--- config.mk ---
export PLATFORM = sky130hd
export DESIGN_NAME = maxpool_stream_flat
export DESIGN_NICKNAME = d
export VERILOG_FILES = /design/src/rtl/maxpool_stream_if.sv /design/src/rtl/maxpool_stream.sv /design/src/flat_wrapper.sv
export SDC_FILE = /design/constraint.sdc
export NUM_CORES = 2
export LEC_CHECK = 0
export CAP_MARGIN = 20
export CELL_PAD_IN_SITES_DETAIL_PLACEMENT = 0
export CELL_PAD_IN_SITES_GLOBAL_PLACEMENT = 1
export CORE_ASPECT_RATIO = 0.9
export CORE_MARGIN = 8
export CORE_UTILIZATION = 45
export CTS_BUF_LIST = sky130_fd_sc_hd__clkbuf_4
export DETAILED_ROUTE_END_ITERATION = 7
export GPL_TIMING_DRIVEN = 0
export PLACE_DENSITY_LB_ADDON = 0.3
export SETUP_SLACK_MARGIN = 0.2
export SLEW_MARGIN = 10
export SYNTH_ARGS = -nofsm -noshare
export SYNTH_HDL_FRONTEND = slang
export SYNTH_SLANG_ARGS = --single-unit
--- constraint.sdc ---
create_clock -name clk -period 5.3 [get_ports clk]
set_clock_uncertainty 0.05 [all_clocks]
set_input_delay 0.795 -clock clk [delete_from_list [all_inputs] [get_ports clk]]
set_output_delay 0.795 -clock clk [all_outputs]
set_load 0.01 [all_outputs]
--- src/rtl/maxpool_stream_if.sv ---
// Stream bundle for maxpool_stream: pixel input handshake and pooled-pixel output handshake.
// "slave" is the pooling stage; "master" is the surrounding environment (upstream source plus
// downstream sink). With MAXPOOL_ARGMAX_EN defined, the bundle also carries out_argmax.
interface maxpool_stream_if #(
  parameter int DATA_WIDTH = 8
);
  logic                  in_valid;
  logic                  in_ready;
  logic [DATA_WIDTH-1:0] in_data;
  logic                  out_valid;
  logic                  out_ready;
  logic [DATA_WIDTH-1:0] out_data;
  logic                  out_last;

`ifdef MAXPOOL_ARGMAX_EN
  logic [1:0]            out_argmax;

  modport slave (
    input  in_valid, in_data, out_ready,
    output in_ready, out_valid, out_data, out_last, out_argmax
  );

  modport master (
    output in_valid, in_data, out_ready,
    input  in_ready, out_valid, out_data, out_last, out_argmax
  );
`else
  modport slave (
    input  in_valid, in_data, out_ready,
    output in_ready, out_valid, out_data, out_last
  );

  modport master (
    output in_valid, in_data, out_ready,
    input  in_ready, out_valid, out_data, out_last
  );
`endif
endinterface

--- src/rtl/maxpool_stream.sv ---
// Streaming 2x2 / stride-2 max-pooling stage for unsigned post-ReLU pixels in raster order.
// Even input rows store horizontal-pair maxima in a half-width row buffer; odd input rows
// combine their own pair maxima with the buffered ones and emit one pooled pixel per window.
// Optional feature macro: MAXPOOL_ARGMAX_EN adds out_argmax (0=TL, 1=TR, 2=BL, 3=BR).
module maxpool_stream #(
  parameter int IN_HEIGHT  = 512,
  parameter int IN_WIDTH   = 512,
  parameter int DATA_WIDTH = 8
) (
  input  logic              clk,
  input  logic              reset_n,
  input  logic              en,
  input  logic              start,
  maxpool_stream_if.slave   bus,
  output logic              done_pool
);

  localparam int OUT_HEIGHT = IN_HEIGHT / 2;
  localparam int OUT_WIDTH  = IN_WIDTH / 2;
  localparam int ROW_W      = (IN_HEIGHT > 1) ? $clog2(IN_HEIGHT) : 1;
  localparam int COL_W      = (IN_WIDTH > 1) ? $clog2(IN_WIDTH) : 1;
  localparam int IDX_W      = (OUT_WIDTH > 1) ? $clog2(OUT_WIDTH) : 1;

  localparam logic [ROW_W-1:0] ROW_LAST  = ROW_W'(IN_HEIGHT - 1);
  localparam logic [COL_W-1:0] COL_LAST  = COL_W'(IN_WIDTH - 1);
  localparam logic [ROW_W-1:0] OROW_LAST = ROW_W'(2 * OUT_HEIGHT - 1);
  localparam logic [COL_W-1:0] OCOL_LAST = COL_W'(2 * OUT_WIDTH - 1);

`ifdef MAXPOOL_ARGMAX_EN
  // Row-buffer entry carries the even-row pair winner (0=left, 1=right) above the max.
  localparam int ENTRY_W = DATA_WIDTH + 1;
`else
  localparam int ENTRY_W = DATA_WIDTH;
`endif

  typedef enum logic [1:0] {
    IDLE = 2'd0,
    RUN  = 2'd1,
    DONE = 2'd2
  } state_t;

  state_t                state;
  state_t                state_next;

  logic [ROW_W-1:0]      in_row;
  logic [COL_W-1:0]      in_col;
  logic [DATA_WIDTH-1:0] hold;
  logic [ENTRY_W-1:0]    rowbuf [OUT_WIDTH];
  logic                  in_complete;
  logic                  last_sent;

  logic                  run_ok;
  logic                  beat;
  logic                  pool_fire;
  logic                  pool_last;
  logic                  last_in_beat;
  logic                  last_out_hs;
  logic                  frame_end;
  logic [IDX_W-1:0]      buf_idx;

  logic                  pair_right;
  logic [DATA_WIDTH-1:0] pair_max;
  logic [ENTRY_W-1:0]    pair_entry;
  logic [ENTRY_W-1:0]    top_entry;
  logic [DATA_WIDTH-1:0] top_max;
  logic                  bot_wins;
  logic [DATA_WIDTH-1:0] pool_max;
`ifdef MAXPOOL_ARGMAX_EN
  logic [1:0]            pool_arg;
`endif

  // Handshake and frame-position qualifiers.
  // Once the final input beat is in, the stage stops accepting until the frame closes, so a
  // following frame cannot leak into this one while the last pooled pixel waits for out_ready.
  assign bus.in_ready = run_ok && (!bus.out_valid || bus.out_ready);
  assign beat         = bus.in_valid && bus.in_ready;
  assign pool_fire    = beat && in_col[0] && in_row[0];
  assign pool_last    = (in_row == OROW_LAST) && (in_col == OCOL_LAST);
  assign last_in_beat = beat && (in_row == ROW_LAST) && (in_col == COL_LAST);
  assign last_out_hs  = bus.out_valid && bus.out_ready && bus.out_last;
  assign frame_end    = (last_sent || last_out_hs) && (in_complete || last_in_beat);
  assign buf_idx      = IDX_W'(in_col >> 1);

  // Pair and window maxima; strict greater-than keeps ties on the lower window index.
  // NOTE: every combinational output gets a default before any branch so no latch is inferred.
  always_comb begin
    pair_right = bus.in_data > hold;
    pair_max   = pair_right ? bus.in_data : hold;
`ifdef MAXPOOL_ARGMAX_EN
    pair_entry = {pair_right, pair_max};
`else
    pair_entry = pair_max;
`endif
    top_entry  = rowbuf[buf_idx];
    top_max    = top_entry[DATA_WIDTH-1:0];
    bot_wins   = pair_max > top_max;
    pool_max   = bot_wins ? pair_max : top_max;
`ifdef MAXPOOL_ARGMAX_EN
    pool_arg   = bot_wins ? {1'b1, pair_right} : {1'b0, top_entry[DATA_WIDTH]};
`endif
  end

  // State register.
  // NOTE: clocked state uses non-blocking assignments so every flop samples pre-edge values.
  always_ff @(posedge clk or negedge reset_n) begin
    if (!reset_n) state <= IDLE;
    else          state <= state_next;
  end

  // Next-state logic; a low enable overrides everything, including start.
  always_comb begin
    state_next = state;
    case (state)
      IDLE:    if (start) state_next = RUN;
      RUN:     if (frame_end) state_next = DONE;
      DONE:    if (start) state_next = RUN;
      default: state_next = IDLE;
    endcase
    if (!en) state_next = IDLE;
  end

  // State-decoded outputs.
  always_comb begin
    run_ok    = 1'b0;
    done_pool = 1'b0;
    case (state)
      RUN:     run_ok = en && !in_complete;
      DONE:    done_pool = 1'b1;
      default: ;
    endcase
  end

  // Raster position of the next input beat; held at zero outside an active frame.
  always_ff @(posedge clk or negedge reset_n) begin
    if (!reset_n) begin
      in_row <= '0;
      in_col <= '0;
    end else if (!en || state != RUN) begin
      in_row <= '0;
      in_col <= '0;
    end else if (beat) begin
      if (in_col == COL_LAST) begin
        in_col <= '0;
        in_row <= (in_row == ROW_LAST) ? '0 : in_row + 1'b1;
      end else begin
        in_col <= in_col + 1'b1;
      end
    end
  end

  // Frame-completion flags: all input consumed, and the out_last beat accepted downstream.
  always_ff @(posedge clk or negedge reset_n) begin
    if (!reset_n) begin
      in_complete <= 1'b0;
      last_sent   <= 1'b0;
    end else if (!en || state != RUN) begin
      in_complete <= 1'b0;
      last_sent   <= 1'b0;
    end else begin
      if (last_in_beat) in_complete <= 1'b1;
      if (last_out_hs)  last_sent   <= 1'b1;
    end
  end

  // Even-column hold register and even-row pair buffer.
  // NOTE: pure datapath storage, left unreset; every entry is written before it is read in a frame.
  always_ff @(posedge clk) begin
    if (beat && !in_col[0])             hold            <= bus.in_data;
    if (beat && in_col[0] && !in_row[0]) rowbuf[buf_idx] <= pair_entry;
  end

  // Output register: holds until accepted, and can reload in the same cycle it is drained.
  always_ff @(posedge clk or negedge reset_n) begin
    if (!reset_n) begin
      bus.out_valid  <= 1'b0;
      bus.out_data   <= '0;
      bus.out_last   <= 1'b0;
`ifdef MAXPOOL_ARGMAX_EN
      bus.out_argmax <= 2'd0;
`endif
    end else if (!en) begin
      bus.out_valid  <= 1'b0;
      bus.out_last   <= 1'b0;
    end else if (pool_fire) begin
      bus.out_valid  <= 1'b1;
      bus.out_data   <= pool_max;
      bus.out_last   <= pool_last;
`ifdef MAXPOOL_ARGMAX_EN
      bus.out_argmax <= pool_arg;
`endif
    end else if (bus.out_ready) begin
      bus.out_valid  <= 1'b0;
      bus.out_last   <= 1'b0;
    end
  end

endmodule

--- src/flat_wrapper.sv ---
// flat-port wrapper written by rule: the top's interface ports become plain ports
module maxpool_stream_flat 
#(
  parameter int IN_HEIGHT  = 512,
  parameter int IN_WIDTH   = 512,
  parameter int DATA_WIDTH = 8
)
  (clk, reset_n, en, start, done_pool, bus_in_valid, bus_in_data, bus_out_ready, bus_in_ready, bus_out_valid, bus_out_data, bus_out_last);
  maxpool_stream_if #(.DATA_WIDTH(DATA_WIDTH)) bus_i ();
  input  logic clk;
  input  logic reset_n;
  input  logic en;
  input  logic start;
  output logic done_pool;
  input wire logic [$bits(bus_i.in_valid)-1:0] bus_in_valid;
  input wire logic [$bits(bus_i.in_data)-1:0] bus_in_data;
  input wire logic [$bits(bus_i.out_ready)-1:0] bus_out_ready;
  output wire logic [$bits(bus_i.in_ready)-1:0] bus_in_ready;
  output wire logic [$bits(bus_i.out_valid)-1:0] bus_out_valid;
  output wire logic [$bits(bus_i.out_data)-1:0] bus_out_data;
  output wire logic [$bits(bus_i.out_last)-1:0] bus_out_last;
  assign bus_i.in_valid = bus_in_valid;
  assign bus_i.in_data = bus_in_data;
  assign bus_i.out_ready = bus_out_ready;
  assign bus_in_ready = bus_i.in_ready;
  assign bus_out_valid = bus_i.out_valid;
  assign bus_out_data = bus_i.out_data;
  assign bus_out_last = bus_i.out_last;
  maxpool_stream #(.IN_HEIGHT(IN_HEIGHT), .IN_WIDTH(IN_WIDTH), .DATA_WIDTH(DATA_WIDTH)) u_core (.clk(clk), .reset_n(reset_n), .en(en), .start(start), .bus(bus_i), .done_pool(done_pool));
endmodule
==> results.md <==
* Final std cells w/o fill at 7295
* Outcome: complete, but fails checks
* Worst Tran Pin Value at 1256 ps
* WS Path Type: flip-flop to flip-flop
* TritonCTS clock tree: done
* Via Count at 45870
* Row cnt at 148
* Pwr dens at 347.1 nW/um^2
* Number of flops mapped to enable cells by yosys at 2056
* Post-Route WL at 270300 um
* Endpoints failing hold at 0
* I/O pin count at 26
* Gr ovfl total at 0
* Drt wl/cell at 37.05 um
* Synth Register Bits at 2088
* Initial Utilization at 45.14%
* Worst Hold Class: primary input to flip-flop
* Ys flop type: edfxtp_1
* Hold path depth at 1
* Maxcap violations at 0
* Die area at 194600 sq um
* Hold Startpoint: bus_in_data[4]
* Buffers & Inverters on Critical Path at 3
* Synthesis-to-layout area growth at 14.51%
* Largest delay share family, worst path: compound AO/OA/AOI/OAI gates
* CTS Root Cell: clkbuf_4
* Max Fclk at 194.4 MHz
* Largest net degree at the start of global routing at 143
* Nature of the critical path startpoint: flip-flop
* Cells on worst reg2reg path at 16
* VDD IR max at 0.2524 mV
* Clock slew at reported path FFs at 60 ps
* DR pass1 iterations at 8
* TNS Setup at 0 ps
* Post-synth top cells: edfxtp_1 (2056), mux4_2 (482), nor2_1 (291)
* Leading area contributor after synthesis: edfxtp_1
* Dpl cell area at 85770 sq um
* Die W at 464.1 um
* Hold Slack at 112.3 ps
* R2R Setup Slk at 160 ps
* Clock H-tree levels at 6
* Clock Latency Late Sink at 1370 ps
* Fin nets at 4572
* Core Util, Final at 51.69%
* Post-route design area at 93140 sq um
* Mapped Cells at 3897
* Post-synthesis net count at 3931
* Clk sinks at 2088
* Share of the synthesized area in the top cell type at 75.90%
* Worst-path cell chain: buf_2 > clkdlybuf4s15_2 > mux4_2 > a22oi_1 > a21oi_1 > o41ai_4 > and4_4 > ha_1 > a21o_1 > a21o_1 > a21oi_1 > a21oi_2 > nand2b_1 > buf_2 > o32ai_1 > a211oi_1
* Worst setup EP type: flip-flop
* Main area contributors after synthesis: edfxtp_1 (76%), mux4_2 (13%), a22oi_1 (1.7%)
* Slowest cell on crit path: o41ai_4
* Leak Pwr at 28.93 nW
* Register area share after synthesis at 76.89%
* Post-synthesis async set-or-reset flop share at 1.533%
* First-pass GRT wire length at 364600 um
* Hold EP: u_core.hold[4]$_DFFE_PP_
* Share of layout cells above drive strength 1 at 32.55%
* DP HPWL at 179300 um
* Placed Cells at 6367
* Cell area after synthesis at 81340 sq um
* R2R Path End: u_core.bus.out_data[0]$_DFFE_PN0P_
* Num CTS Buffers at 550
* Synth unique cells at 63
* Max Slew Vio Count at 0
* Synth Warn # at 0
* Routed Antenna Nets at 0
* Placement Setup Slack at -1380 ps
* Die Y at 419.3 um
* CP required at 6470 ps
* Mean post-synth cell area at 20.87 sq um
* Total Power at 32.33 mW
* Core ar. at 180200 sq um
* Violated checks: DRC
* Fin crit share at 97.04%
* Slew headroom at 16.27%
* Final Critical Period at 5143 ps
* RSZ-0062 raised after global routing: false
* Total GRT Usage at 27.24%
* 1st-iter DRT viols at 7327
* # setup viols final at 0
* Vias in the first global route at 44820
* Most common cell in the netlist: edfxtp_1
* Port Buffer Count at 25
* Initial antenna violation count at 19
* Worst EP arrival at 6320 ps
* Reg2reg start: u_core.in_col[2]$_DFFE_PN0P_
* Worst path max stage delay at 720 ps
* DRC errors left at 3
* Gpl congestion at 0.9784
* Number of vias per cell at 6.287
* Clock buffer depth at 4
* Final worst setup slack at 156.9 ps
* CP Max Fanout at 10
-- placed cells by master, fill, tap and decap left out, types with 33 or more instances in the layout --
| master | Yosys | layout |
|---|---|---|
| edfxtp_1 | 2056 | 2056 |
| clkinv_1 | 0 | 100 |
| mux2i_1 | 96 | 90 |
| clkbuf_4 | 0 | 771 |
| buf_6 | 29 | 36 |
| mux4_2 | 482 | 482 |
| a22oi_1 | 180 | 166 |
| a21oi_1 | 115 | 104 |
| nor2_1 | 291 | 290 |
| nand2_1 | 94 | 94 |
| clkbuf_2 | 0 | 54 |
| clkbuf_1 | 118 | 56 |
| buf_4 | 20 | 33 |
-- worst reg2reg max path, delay by kind of cell, from the launching register on --
kind            cells  cell delay (ps)
buf+inv             3             1120
compound gates      9             2250
flops               1              370
fa+ha+maj           1              260
simple gates        2              540
mux                 1              450
-- power by group --
group	switching [mW]	leakage (nW)	internal [mW]
logic	0.557	6.19	0.156
registers	0.00255	18.9	18.3
clock network	6.56	3.83	6.76
total	7.12	28.9	25.2
-- cell families (layout without fill, tap and decap cells) --
family	Yosys count	after routing	share of synthesized area, %
mux	589	589	14.68
buf+inv	253	1237	1.723
other cells	0	14	0
flops	2088	2088	76.89
simple gates	505	505	2.678
compound gates	442	442	3.723
fa+ha+maj	20	20	0.3077
-- layer usage --
metal | up-vias | part of all wire, % | GRT usage (%)
met5 | - | 0.015 | 0
met4 | 6 | 5.5 | 13.42
met3 | 721 | 13 | 9.612
met2 | 3364 | 44 | 39.36
met1 | 23900 | 38 | 36.95
li1 | 17870 | - | -
-- flip-flops by register name, indices dropped and copies added (netlist names) --
name	cells
u_core.rowbuf	2048
u_core.in_col	9
u_core.in_row	9
u_core.bus.out_data	8
u_core.hold	8
u_core.state	2
u_core.bus.out_last	1
u_core.bus.out_valid	1
u_core.in_complete	1
u_core.last_sent	1
-- what timing repair did --
item,CTS,global route
setup buffers,0,7
setup endpoints to repair,844,8
resized for setup,152,94
hold buffers,5,0
hold endpoints to repair,36,0
pin swaps,4,13
-- layout make-up --
type                            count  area [sq um]
Multi-Input combinational cell   1556         17940
Clock inverter                    138         645.6
Inverter                           12         45.04
Antenna cell                       14         35.03
Fill cell                       14500         87040
Tap cell                         2400          3003
Clock buffer                      757          5683
Buffer                            241          1869
Sequential cell                  2088         62540
Timing Repair Buffer               89          1375
-- worst max-delay path by stage --
| stage | end | start | cells past startpoint | slack (ps) |
|---|---|---|---|---|
| 3_3_place_gp | u_core.bus.out_data[0]$_DFFE_PN0P_ | bus_in_data[0] | 20 | -1860 |
| 6_report | u_core.bus.out_data[0]$_DFFE_PN0P_ | u_core.in_col[2]$_DFFE_PN0P_ | 16 | 160 |
| 2_1_floorplan | u_core.bus.out_data[2]$_DFFE_PN0P_ | bus_in_data[1] | 18 | 250 |
| 5_1_grt | u_core.bus.out_data[0]$_DFFE_PN0P_ | u_core.in_col[2]$_DFFE_PN0P_ | 17 | 200 |
| 3_5_place_dp | u_core.bus.out_data[0]$_DFFE_PN0P_ | u_core.in_col[2]$_DFFE_PN0P_ | 17 | -1380 |
| 4_1_cts | u_core.bus.out_data[2]$_DFFE_PN0P_ | u_core.in_col[2]$_DFFE_PN0P_ | 18 | 210 |
No activity file was read; power rests on OpenSTA's default activity.
